### src/rtl/rasterizer_writeback_logic.sv
// rasterizer_writeback_logic: queues shaded fragments, depth-tests them and writes depth then color over Avalon-MM
module rasterizer_writeback_logic #(
  parameter logic [25:0] COLOR_OFFSET = 26'h0200000,
  parameter int FIFO_DEPTH = 4,
  parameter int DEPTH_LE = 0
) (
  input  logic        clock,
  input  logic        reset,
  input  logic        input_valid,
  input  logic [25:0] addr_in,
  input  logic [23:0] color_in,
  input  logic [31:0] old_depth_in,
  input  logic [31:0] new_depth_in,
  output logic        wait_request,
  output logic [25:0] master_address,
  output logic        master_write,
  output logic        master_read,
  output logic [3:0]  master_byteenable,
  output logic [31:0] master_writedata,
  input  logic        master_waitrequest,
  output logic        busy,
  output logic [15:0] pass_count,
  output logic [15:0] fail_count
);
  localparam int AW = $clog2(FIFO_DEPTH);
  localparam logic [AW:0] FULL = (AW+1)'(FIFO_DEPTH);
  localparam logic [1:0] IDLE = 2'd0, WR_DEPTH = 2'd1, WR_COLOR = 2'd2;
  // entry layout: {addr[113:88], color[87:64], old[63:32], new[31:0]}
  logic [113:0]  mem [FIFO_DEPTH];
  logic [113:0]  head;
  logic [AW-1:0] wr_ptr, rd_ptr;
  logic [AW:0]   count;
  logic [1:0]    state;
  logic [25:0]   w_addr;
  logic [23:0]   w_color;
  logic [31:0]   w_depth;
  logic          push, pop, pass;
  assign wait_request = count == FULL;
  assign push = input_valid && !wait_request;
  assign pop = state == IDLE && count != '0;
  assign head = mem[rd_ptr];
  assign pass = (DEPTH_LE != 0) ? head[31:0] <= head[63:32] : head[31:0] < head[63:32];
  assign busy = count != '0 || state != IDLE;
  // Avalon outputs depend only on state and the working register, so they hold steady under stall
  assign master_write = state == WR_DEPTH || state == WR_COLOR;
  assign master_read = 1'b0;
  assign master_address = state == WR_COLOR ? w_addr + COLOR_OFFSET : w_addr;
  assign master_writedata = state == WR_COLOR ? {8'h00, w_color} : w_depth;
  assign master_byteenable = state == WR_DEPTH ? 4'b1111 : state == WR_COLOR ? 4'b0111 : 4'b0000;
  // queue storage; contents are don't-care until the pointers say otherwise, so no reset
  always_ff @(posedge clock) begin
    if (push) mem[wr_ptr] <= {addr_in, color_in, old_depth_in, new_depth_in};
  end
  // queue pointers and occupancy
  always_ff @(posedge clock or negedge reset) begin
    if (!reset) begin
      wr_ptr <= '0;
      rd_ptr <= '0;
      count <= '0;
    end else begin
      if (push) wr_ptr <= wr_ptr + AW'(1);
      if (pop) rd_ptr <= rd_ptr + AW'(1);
      count <= count + {{AW{1'b0}}, push} - {{AW{1'b0}}, pop};
    end
  end
  // pop-and-test in IDLE, then depth write followed by color write
  always_ff @(posedge clock or negedge reset) begin
    if (!reset) begin
      state <= IDLE;
      w_addr <= '0;
      w_color <= '0;
      w_depth <= '0;
      pass_count <= '0;
      fail_count <= '0;
    end else if (pop) begin
      w_addr <= head[113:88];
      w_color <= head[87:64];
      w_depth <= head[31:0];
      if (pass) state <= WR_DEPTH;
      else fail_count <= fail_count + 16'd1;
    end else if (state == WR_DEPTH && !master_waitrequest) begin
      state <= WR_COLOR;
    end else if (state == WR_COLOR && !master_waitrequest) begin
      state <= IDLE;
      pass_count <= pass_count + 16'd1;
    end
  end
endmodule
### config.mk
export PLATFORM = sky130hd
export DESIGN_NAME = rasterizer_writeback_logic
export DESIGN_NICKNAME = d
export VERILOG_FILES = /design/src/rtl/rasterizer_writeback_logic.sv
export SDC_FILE = /design/constraint.sdc
export NUM_CORES = 1
export LEC_CHECK = 0
export BUFFER_PORTS_ARGS = -buffer_cell sky130_fd_sc_hd__buf_2
export CAP_MARGIN = 30
export CORE_MARGIN = 2
export CORE_UTILIZATION = 45
export CTS_BUF_LIST = sky130_fd_sc_hd__clkbuf_8 sky130_fd_sc_hd__clkbuf_16
export DETAILED_ROUTE_END_ITERATION = 10
export SYNTH_ARGS = -nofsm -noshare
export SYNTH_HDL_FRONTEND = slang
export SYNTH_SLANG_ARGS = --single-unit
### constraint.sdc
create_clock -name clock -period 5.9 [get_ports clock]
set_input_delay 0.885 -clock clock [delete_from_list [all_inputs] [get_ports clock]]
set_output_delay 0.885 -clock clock [all_outputs]
set_load 0.01 [all_outputs]
==> impl_metrics.json, run 1 <==
{
  "synthTopCellsByCount": "edfxtp_1 (456), nand2_1 (270), dfrtp_1 (123)",
  "grt_pass1_vias": 12244,
  "timing.slew.headroom": 0.3535,
  "syn_inst": 1306,
  "ys_ff_latch": 579,
  "synth_area_per_cell_um2": 17.45,
  "multiInputGateArea_um2": 5472,
  "finalHoldViolCount": 0,
  "cp_max_fo": 39,
  "dp_slack_ns": 1.481,
  "total_power_mw": 14.36,
  "die_y_um": 229.1,
  "register_area_um2": 16780,
  "cts_tree": "yes",
  "status": "finished clean",
  "instances_no_fill": 2260,
  "ys.warnings.count": 0,
  "yosys-top-cells-area": "edfxtp_1 (60%), dfrtp_1 (14%), mux4_2 (11%)",
  "rsz0062_at_grt": "no",
  "nFillCells": 4123,
  "cp-end-kind": "flip-flop",
  "grt_usage": 0.1948,
  "drt-initial-drc-count": 750,
  "drv_cap": 0,
  "antenna_found_initial": 28,
  "place_hpwl_um": 31990,
  "placed_area_um2": 24700,
  "viasPerCell": 5.206,
  "tightest_slew_ns": 0.9697,
  "setup_viol": 0,
  "finalClockSkew_ns": 0.01406,
  "netlist.area_leader.share": 0.6008,
  "syn_to_final_growth_pct": 17.63,
  "overflow": 0,
  "worstPathArrival_ns": 4.81,
  "powerDensity_nw_per_um2": 535.6,
  "dp.cells": 2143,
  "clk_pin_slew_ns": 0.06,
  "io_pins": 216,
  "synth_cell_type_count": 40,
  "cts.htree.levels": 2,
  "grt_pass1_wl_um": 76450,
  "wirelength_um": 49860,
  "die_w_um": 229.1,
  "ant_nets": 0,
  "via_count": 11766,
  "yosys.cell_count.top_type": "edfxtp_1",
  "worstSetupPathType": "flip-flop to flip-flop",
  "drc_errors": 0,
  "dieArea_um2": 52460,
  "syn_area_um2": 22790,
  "wire_per_inst_um": 22.06,
  "io_buffers": 214,
  "clock_latency_ns": 0.62,
  "start_kind": "flip-flop",
  "setup_ws_ns": 1.595,
  "p_leak_nw": 10.42,
  "fmax_mhz": 232.3,
  "syn_nets": 1468,
  "cts_buffers": 59,
  "synth_edf_count": 456,
  "clock-sinks": 579,
  "ys_seq_area_frac": 0.7358,
  "fin_crit_ns": 4.305,
  "fin_crit_sh": 0.7297,
  "ctsHoldBuffers": 0,
  "crit_required_ns": 6.40,
  "cts.repair.resized": 0,
  "drive_above_1_share": 0.3051,
  "num_rows": 82,
  "cts_setup_buffers": 0,
  "async_flop_share": 0.2124,
  "setup_tns_ns": 0,
  "yosysTopAreaCell": "edfxtp_1",
  "ir_worst_vdd_uv": 304.9,
  "synth_flop_cell": "edfxtp_1",
  "initial_core_util": 0.4552,
  "clockRootBuffer": "clkbuf_16",
  "core-area_um2": 50070,
  "finish.net_count": 1694,
  "final_area_um2": 26810,
  "min_path_type": "input pin to asynchronous set/reset pin",
  "slew_violations": 0,
  "grt_max_degree": 83,
  "clk_path_buf_depth": 3,
  "dr.pass1.iters": 4,
  "gp_congestion": 0.7381
}
## kinds of logic after synthesis
family,synth area share
other,0.0001645
flip-flops,0.7358
buffers and inverters,0.02465
AO/OA/AOI/OAI,0.01065
AND/OR/NAND/NOR,0.06324
adder cells (fa/ha/maj),0.02448
XOR/XNOR,0.01499
multiplexers,0.1260
## worst paths after layout
kind                       cells past startpoint             to         from  slack (ns)
setup / recovery                              10  fail_count[1]    rd_ptr[0]        1.59
hold / removal                                 1     w_color[9]        reset        0.33
setup reg to reg                              10  fail_count[1]    rd_ptr[0]        1.59
hold reg to reg                                2    w_depth[23]  w_depth[23]        0.47
max in group asynchronous                      2      rd_ptr[0]        reset        4.34
min in group clock                             2    w_depth[23]  w_depth[23]        0.47
## metal layers
| layer | global-route usage | up-vias | wire, um |
|---|---|---|---|
| li1 | - | 5330 | - |
| met1 | 0.2747 | 6004 | 21860 |
| met2 | 0.3049 | 318 | 23240 |
| met3 | 0.05677 | 92 | 3774 |
| met4 | 0.03957 | 22 | 837 |
| met5 | 0 | - | 137 |
## worst max-delay path: stages, from the launching register on
cell	delay [ns]
dfrtp_4	0.94
buf_4	0.36
mux4_2	0.53
inv_1	0.09
ha_1	0.23
a21o_1	0.18
a21o_1	0.18
a211oi_1	0.30
o211ai_1	0.28
a22oi_2	0.70
mux2_2	0.41
## metrics by stage
step                hold slack [ns]  utilization
floorplan                    0.4379            -
global placement             0.4514       0.4904
detailed placement           0.4556       0.4934
CTS                          0.3634       0.5352
global route                 0.3718       0.5353
finish                       0.3341       0.5355
## final cells by class
| class | instances | area share |
|---|---|---|
| antenna | 5 | 0.0004667 |
| clock buffer | 72 | 0.06174 |
| clock inverter | 40 | 0.01643 |
| inverter | 45 | 0.006393 |
| multi-input combinational | 607 | 0.2041 |
| sequential | 579 | 0.6258 |
| tap | 672 | 0.03136 |
| timing repair buffer | 240 | 0.05371 |
## cell usage in the layout (no fill, tap or decap), drive strengths merged, types with 2 or more instances in the layout
cell	Yosys	routed
o211ai	3	3
inv	45	63
buf	54	240
edfxtp	456	456
clkinv	0	12
xor2	16	16
a21o	6	6
xnor2	23	23
nand2b	2	2
mux4	114	114
clkbuf	21	72
o21ai	9	9
nand4	13	13
and3	3	3
mux2	27	27
dfrtp	123	123
nand2	270	270
nor4	4	4
and2	5	5
nor2	20	20
a211oi	2	2
nor2b	9	9
or2	2	2
ha	43	43
diode	0	5
a21oi	11	11
nand3	9	9
nor3	6	6
nor4b	2	2
bufinv	0	9
## where the power goes
part,total [mW],internal [mW],switching [mW]
clock network,3.91,2.37,1.53
registers,5.92,5.45,0.468
logic,4.53,1.95,2.58
total,14.4,9.78,4.58
## registers in the layout (all words and copies together) (netlist names), 3 cells and up
name        cells
pass_count     16
fail_count     16
mem           456
w_addr         26
w_depth        32
w_color        24
count           3
Power figures use the tool's default switching activity.
==> run 2: changes to the inputs <==
- PLACE_DENSITY: not set -> 0.66
- clock period: 5.9 -> 3.86 ns (I/O delays scaled with it)
==> run 2 against run 1 <==
  * Clock skew increased by 0.020 ns
  * Wire length decreased by 1.0%
  * Sequential share of layout area increased by 0.95 points
  * Die area unchanged
  * Flip-flop and latch count unchanged
  * Design area decreased by 1.5%
  * Count of clock-buffer cells in the layout decreased by 13
  * Power increased by 47%
  * Clock power increased by 30%
  * Largest power group unchanged
==> impl_metrics.json, run 2 (synthesized netlist as in run 1, its figures left out) <==
{
  "grt_pass1_wl_um": 75740,
  "start_kind": "flip-flop",
  "largest_reg_flops": 456,
  "viasPerCell": 5.256,
  "wirelength_um": 49350,
  "register_area_um2": 16780,
  "path_cells": "buf_12 -> mux4_2 -> ha_1 -> nand4_1 -> nor4_1 -> nand3_1 -> o211ai_1 -> a22oi_2 -> buf_12 -> nor4_1 -> xor2_1",
  "reg_top3": "mem (456), w_depth (32), w_addr (26)",
  "core-area_um2": 50070,
  "dr.pass1.iters": 5,
  "num_rows": 82,
  "dp_slack_ns": 0.2185,
  "via_count": 11847,
  "slew_violations": 0,
  "io_pins": 216,
  "cts_tree": "yes",
  "reg2reg_to": "fail_count[15]",
  "finish.net_count": 1696,
  "crit_required_ns": 4.39,
  "tightest_slew_ns": 0.9890,
  "clk_path_buf_depth": 3,
  "nFillCells": 4137,
  "setup_ws_ns": 0.3007,
  "drive_above_1_share": 0.2985,
  "worstSetupPathType": "flip-flop to flip-flop",
  "clk_pin_slew_ns": 0.06,
  "busiest_layer": "met2",
  "gp_congestion": 0.7663,
  "multiInputGateArea_um2": 5472,
  "cp-end-kind": "flip-flop",
  "die_y_um": 229.1,
  "reg2regPathDepth": 11,
  "fin_crit_ns": 3.559,
  "ant_nets": 0,
  "drc_errors": 0,
  "finalClockSkew_ns": 0.03372,
  "reg2reg_slack_ns": 0.30,
  "status": "finished clean",
  "min_path_type": "input pin to asynchronous set/reset pin",
  "place_hpwl_um": 32380,
  "dieArea_um2": 52460,
  "antenna_found_initial": 12,
  "met3_usage": 0.03984,
  "cts_setup_buffers": 0,
  "io_buffers": 214,
  "use_met1": 0.2661,
  "total_power_mw": 21.15,
  "timing.rr.start": "rd_ptr[0]",
  "grt_max_degree": 85,
  "cp_slowest_stage_delay_ns": 0.60,
  "cp_max_fo": 36,
  "powerDensity_nw_per_um2": 800.6,
  "grtUsageMet2": 0.3091,
  "cts.htree.levels": 2,
  "worstPathArrival_ns": 4.09,
  "crit_slowest_cell": "mux4_2",
  "drv_cap": 0,
  "crit_buf_inv": 2,
  "drt-initial-drc-count": 939,
  "cp_top_family": "simple AND/OR/NAND/NOR gates",
  "die_w_um": 229.1,
  "overflow": 0,
  "clock-sinks": 579,
  "cts_buffers": 57,
  "setup_viol": 0,
  "fin_util": 0.5275,
  "p_leak_nw": 10.24,
  "grt_usage": 0.1925,
  "syn_to_final_growth_pct": 15.88,
  "rsz0062_at_grt": "no",
  "regMostFlops": "mem",
  "initial_core_util": 0.4552,
  "fmax_mhz": 281.0,
  "layout_commonest_cell": "edfxtp_1",
  "fin_crit_sh": 0.9221,
  "timing.slew.headroom": 0.3407,
  "clockRootBuffer": "clkbuf_16",
  "finalHoldViolCount": 0,
  "ir_worst_vdd_uv": 470.8,
  "clock_latency_ns": 0.62,
  "setup_tns_ns": 0,
  "grt_pass1_vias": 12243,
  "layout_common_cells": "edfxtp_1 (456), nand2_1 (270), buf_2 (213)",
  "wire_per_inst_um": 21.89
}
## run 2: worst max path at each step
stage	startpoint	endpoint	slack [ns]	cells past startpoint
after floorplan	rd_ptr[0]	fail_count[1]	0.24	13
after global placement	rd_ptr[0]	fail_count[1]	0.31	11
after detailed placement	count[1]	pass_count[12]	0.22	7
after CTS	count[1]	pass_count[12]	0.21	7
after global routing	rd_ptr[0]	fail_count[15]	0.06	11
final	rd_ptr[0]	fail_count[15]	0.30	11
## run 2: worst reg2reg max path, cell delays in order (launching register included)
cell and delay, ns:
dfrtp_4 0.45, buf_12 0.30, mux4_2 0.64, ha_1 0.32, nand4_1 0.13, nor4_1 0.42, nand3_1 0.14, o211ai_1 0.22
a22oi_2 0.14, buf_12 0.19, nor4_1 0.37, xor2_1 0.17
## run 2: layout make-up
class                           instances  share of cell area
Clock buffer                           59             0.05505
Multi-Input combinational cell        607              0.2072
Sequential cell                       579              0.6353
Tap cell                              672             0.03183
Inverter                               45            0.006490
Timing Repair Buffer                  244             0.05358
Clock inverter                         44             0.01023
Antenna cell                            4           0.0003790
## run 2: stage by stage
stage / hold slack (ns) / instances / cell area [um2]
finish: 0.05744 / 2254 / 26410
CTS: 0.08016 / 2250 / 26400
floorplan: 0.2834 / 1306 / 22800
global route: 0.1103 / 2254 / 26410
detailed placement: 0.4559 / 2147 / 24680
global placement: 0.4512 / 2147 / 24680
## run 2: power breakdown
group,internal [mW],total [mW],switching (mW)
Combinational,2.96,7.09,4.13
Sequential,8.34,8.96,0.613
Clock,2.84,5.10,2.26
Total,14.1,21.1,7.00
## run 2: what timing repair did
action | 4_1_cts | 5_1_grt
hold buffers | 0 | 0
gates resized for setup | 0 | 1
setup endpoints to repair | 0 | 2
## run 2: metal layers
metal / wire length, um / share of wire / vias to the layer above
met5: 62 / 0.0013 / -
met4: 994 / 0.020 / 10
met3: 2909 / 0.059 / 68
met2: 24060 / 0.49 / 334
met1: 21320 / 0.43 / 6095
li1: - / - / 5340
==> run 3: changes to the inputs <==
- PLACE_DENSITY: 0.66 -> not set
- clock period: 3.86 -> 3.8 ns (I/O delays scaled with it)
==> run 3 against run 2 <==
  * The run now ends with hold timing left
  * Sequential share of layout area fell by 0.74 points
  * Utilization up 0.62 points
  * Register-to-register slack worse by 0.08 ns
  * Clock power increased by 12%
  * Design area grew 1.2%
  * Setup slack lost 0.077 ns
  * Die area did not move
  * Critical endpoint is now fail_count[1]
  * Largest power group unchanged
==> impl_metrics.json, run 3 (synthesized netlist as in run 1, its figures left out) <==
{
  "clock-sinks": 579,
  "timing.slew.headroom": 0.4591,
  "clockRootBuffer": "clkbuf_16",
  "overflow": 0,
  "worstSetupPathType": "flip-flop to flip-flop",
  "tightest_slew_ns": 0.8113,
  "fin_crit_ns": 3.576,
  "grt_max_degree": 71,
  "grt_pass1_wl_um": 77140,
  "finish.net_count": 1703,
  "wirelength_um": 51020,
  "reg2reg_slack_ns": 0.22,
  "syn_to_final_growth_pct": 17.24,
  "fmax_mhz": 279.6,
  "setup_viol": 0,
  "reg2reg_to": "fail_count[1]",
  "fin_crit_sh": 0.9411,
  "startpoint": "rd_ptr[0]",
  "crit_required_ns": 4.29,
  "io_pins": 216,
  "min_path_type": "input pin to asynchronous set/reset pin",
  "status": "complete, but fails checks",
  "crit_slowest_cell": "mux4_2",
  "antenna_found_initial": 20,
  "cts_buffers": 58,
  "die_y_um": 229.1,
  "die_w_um": 229.1,
  "wire_per_inst_um": 22.47,
  "gp_congestion": 0.7603,
  "cp_slowest_stage_delay_ns": 0.57,
  "largest_reg_flops": 456,
  "place_hpwl_um": 33160,
  "clk_pin_slew_ns": 0.06,
  "cp-end-kind": "flip-flop",
  "grt_pass1_vias": 12251,
  "start_kind": "flip-flop",
  "reg_top3": "mem (456), w_depth (32), w_addr (26)",
  "path_cells": "buf_12 -> buf_4 -> mux4_2 -> ha_1 -> a21o_1 -> a21o_1 -> a21oi_1 -> o21ai_0 -> a22oi_2 -> buf_12 -> mux2_2",
  "regMostFlops": "mem",
  "dr.pass1.iters": 5,
  "ant_nets": 0,
  "via_count": 11788,
  "drt-initial-drc-count": 855,
  "cts.repair.resized": 0,
  "clock_latency_ns": 0.62,
  "nFillCells": 4129,
  "whs_ns": -0.03083,
  "cts_tree": "yes",
  "drive_above_1_share": 0.3042,
  "finalHoldViolCount": 7,
  "core-area_um2": 50070,
  "layout_common_cells": "edfxtp_1 (456), nand2_1 (270), buf_2 (213)",
  "reg2regPathDepth": 11,
  "clk_path_buf_depth": 3,
  "drc_errors": 0,
  "worstPathArrival_ns": 4.07,
  "layout_commonest_cell": "edfxtp_1",
  "finalClockSkew_ns": 0.02410,
  "cp_max_fo": 24,
  "ir_worst_vdd_uv": 424.0,
  "rsz0062_at_grt": "no",
  "initial_core_util": 0.4552,
  "viasPerCell": 5.191,
  "drv_cap": 0,
  "timing.rr.start": "rd_ptr[0]",
  "slew_violations": 0,
  "dieArea_um2": 52460,
  "num_rows": 82,
  "grt_usage": 0.1982,
  "failed_checks": "hold timing",
  "cts.htree.levels": 2,
  "powerDensity_nw_per_um2": 824.8,
  "setup_tns_ns": 0,
  "p_leak_nw": 10.40,
  "io_buffers": 214
}
[run 3: cell types whose count changed in the layout (fill, tap and decap cells not counted), sizes merged]
cell      previous run  this run
buf                244       250
bufinv               2         7
clkbuf              59        63
clkinvlp             4         0
diode                4         8
inv                 64        66
[run 3: layout make-up]
cell class | instances | area (um2) | area share
Clock buffer | 63 | 1520 | 0.05689
Multi-Input combinational cell | 607 | 5472 | 0.2048
Antenna cell | 8 | 20.02 | 0.0007492
Tap cell | 672 | 840.8 | 0.03147
Clock inverter | 47 | 396.6 | 0.01484
Inverter | 45 | 171.4 | 0.006415
Timing Repair Buffer | 250 | 1523 | 0.05698
Sequential cell | 579 | 16780 | 0.6279
[run 3: where the power goes]
group | switching (mW) | internal [mW]
Combinational | 4.16 | 3.11
Sequential | 0.600 | 8.47
Clock | 2.36 | 3.34
Total | 7.13 | 14.9
[run 3: how the worst max path moves through the flow]
stage                                end  cells past startpoint
after floorplan            fail_count[1]                     13
after global routing       fail_count[1]                     11
after global placement    fail_count[15]                     11
final                      fail_count[1]                     11
after detailed placement  fail_count[15]                     11
after CTS                 fail_count[15]                     11
[run 3: layer usage]
layer | share of wire | up-vias | global-route usage
met5 | 0.0016 | - | 0
met4 | 0.023 | 14 | 0.05519
met3 | 0.066 | 92 | 0.04656
met2 | 0.47 | 312 | 0.3136
met1 | 0.44 | 6011 | 0.2777
li1 | - | 5359 | -
[run 3: timing repair]
item	4_1_cts	5_1_grt
setup buffers	0	1
hold buffers	0	0
setup endpoints to repair	0	1
[run 3: worst max-delay path: cells and delay by family, from the launching register on]
| family | cells | cell delay, ns |
|---|---|---|
| AO/OA/AOI/OAI | 5 | 0.93 |
| adder cells (fa/ha/maj) | 1 | 0.33 |
| multiplexers | 2 | 0.90 |
| flip-flops | 1 | 0.46 |
| buffers and inverters | 3 | 0.82 |
[run 3: per-stage QoR]
stage / std cells / utilization / cell area, um2 / power, mW / worst slack, ns
3_5_place_dp: 2152 / 0.4949 / 24780 / 16.61 / 0.1468
5_1_grt: 2264 / 0.5334 / 26700 / 23.36 / 0.04224
6_report: 2271 / 0.5337 / 26720 / 22.04 / 0.2237
3_3_place_gp: 2152 / 0.4949 / 24780 / 16.50 / 0.1955
4_1_cts: 2262 / 0.5332 / 26690 / 22.35 / 0.1284
2_1_floorplan: 1306 / - / 22800 / 14.05 / 0.1783
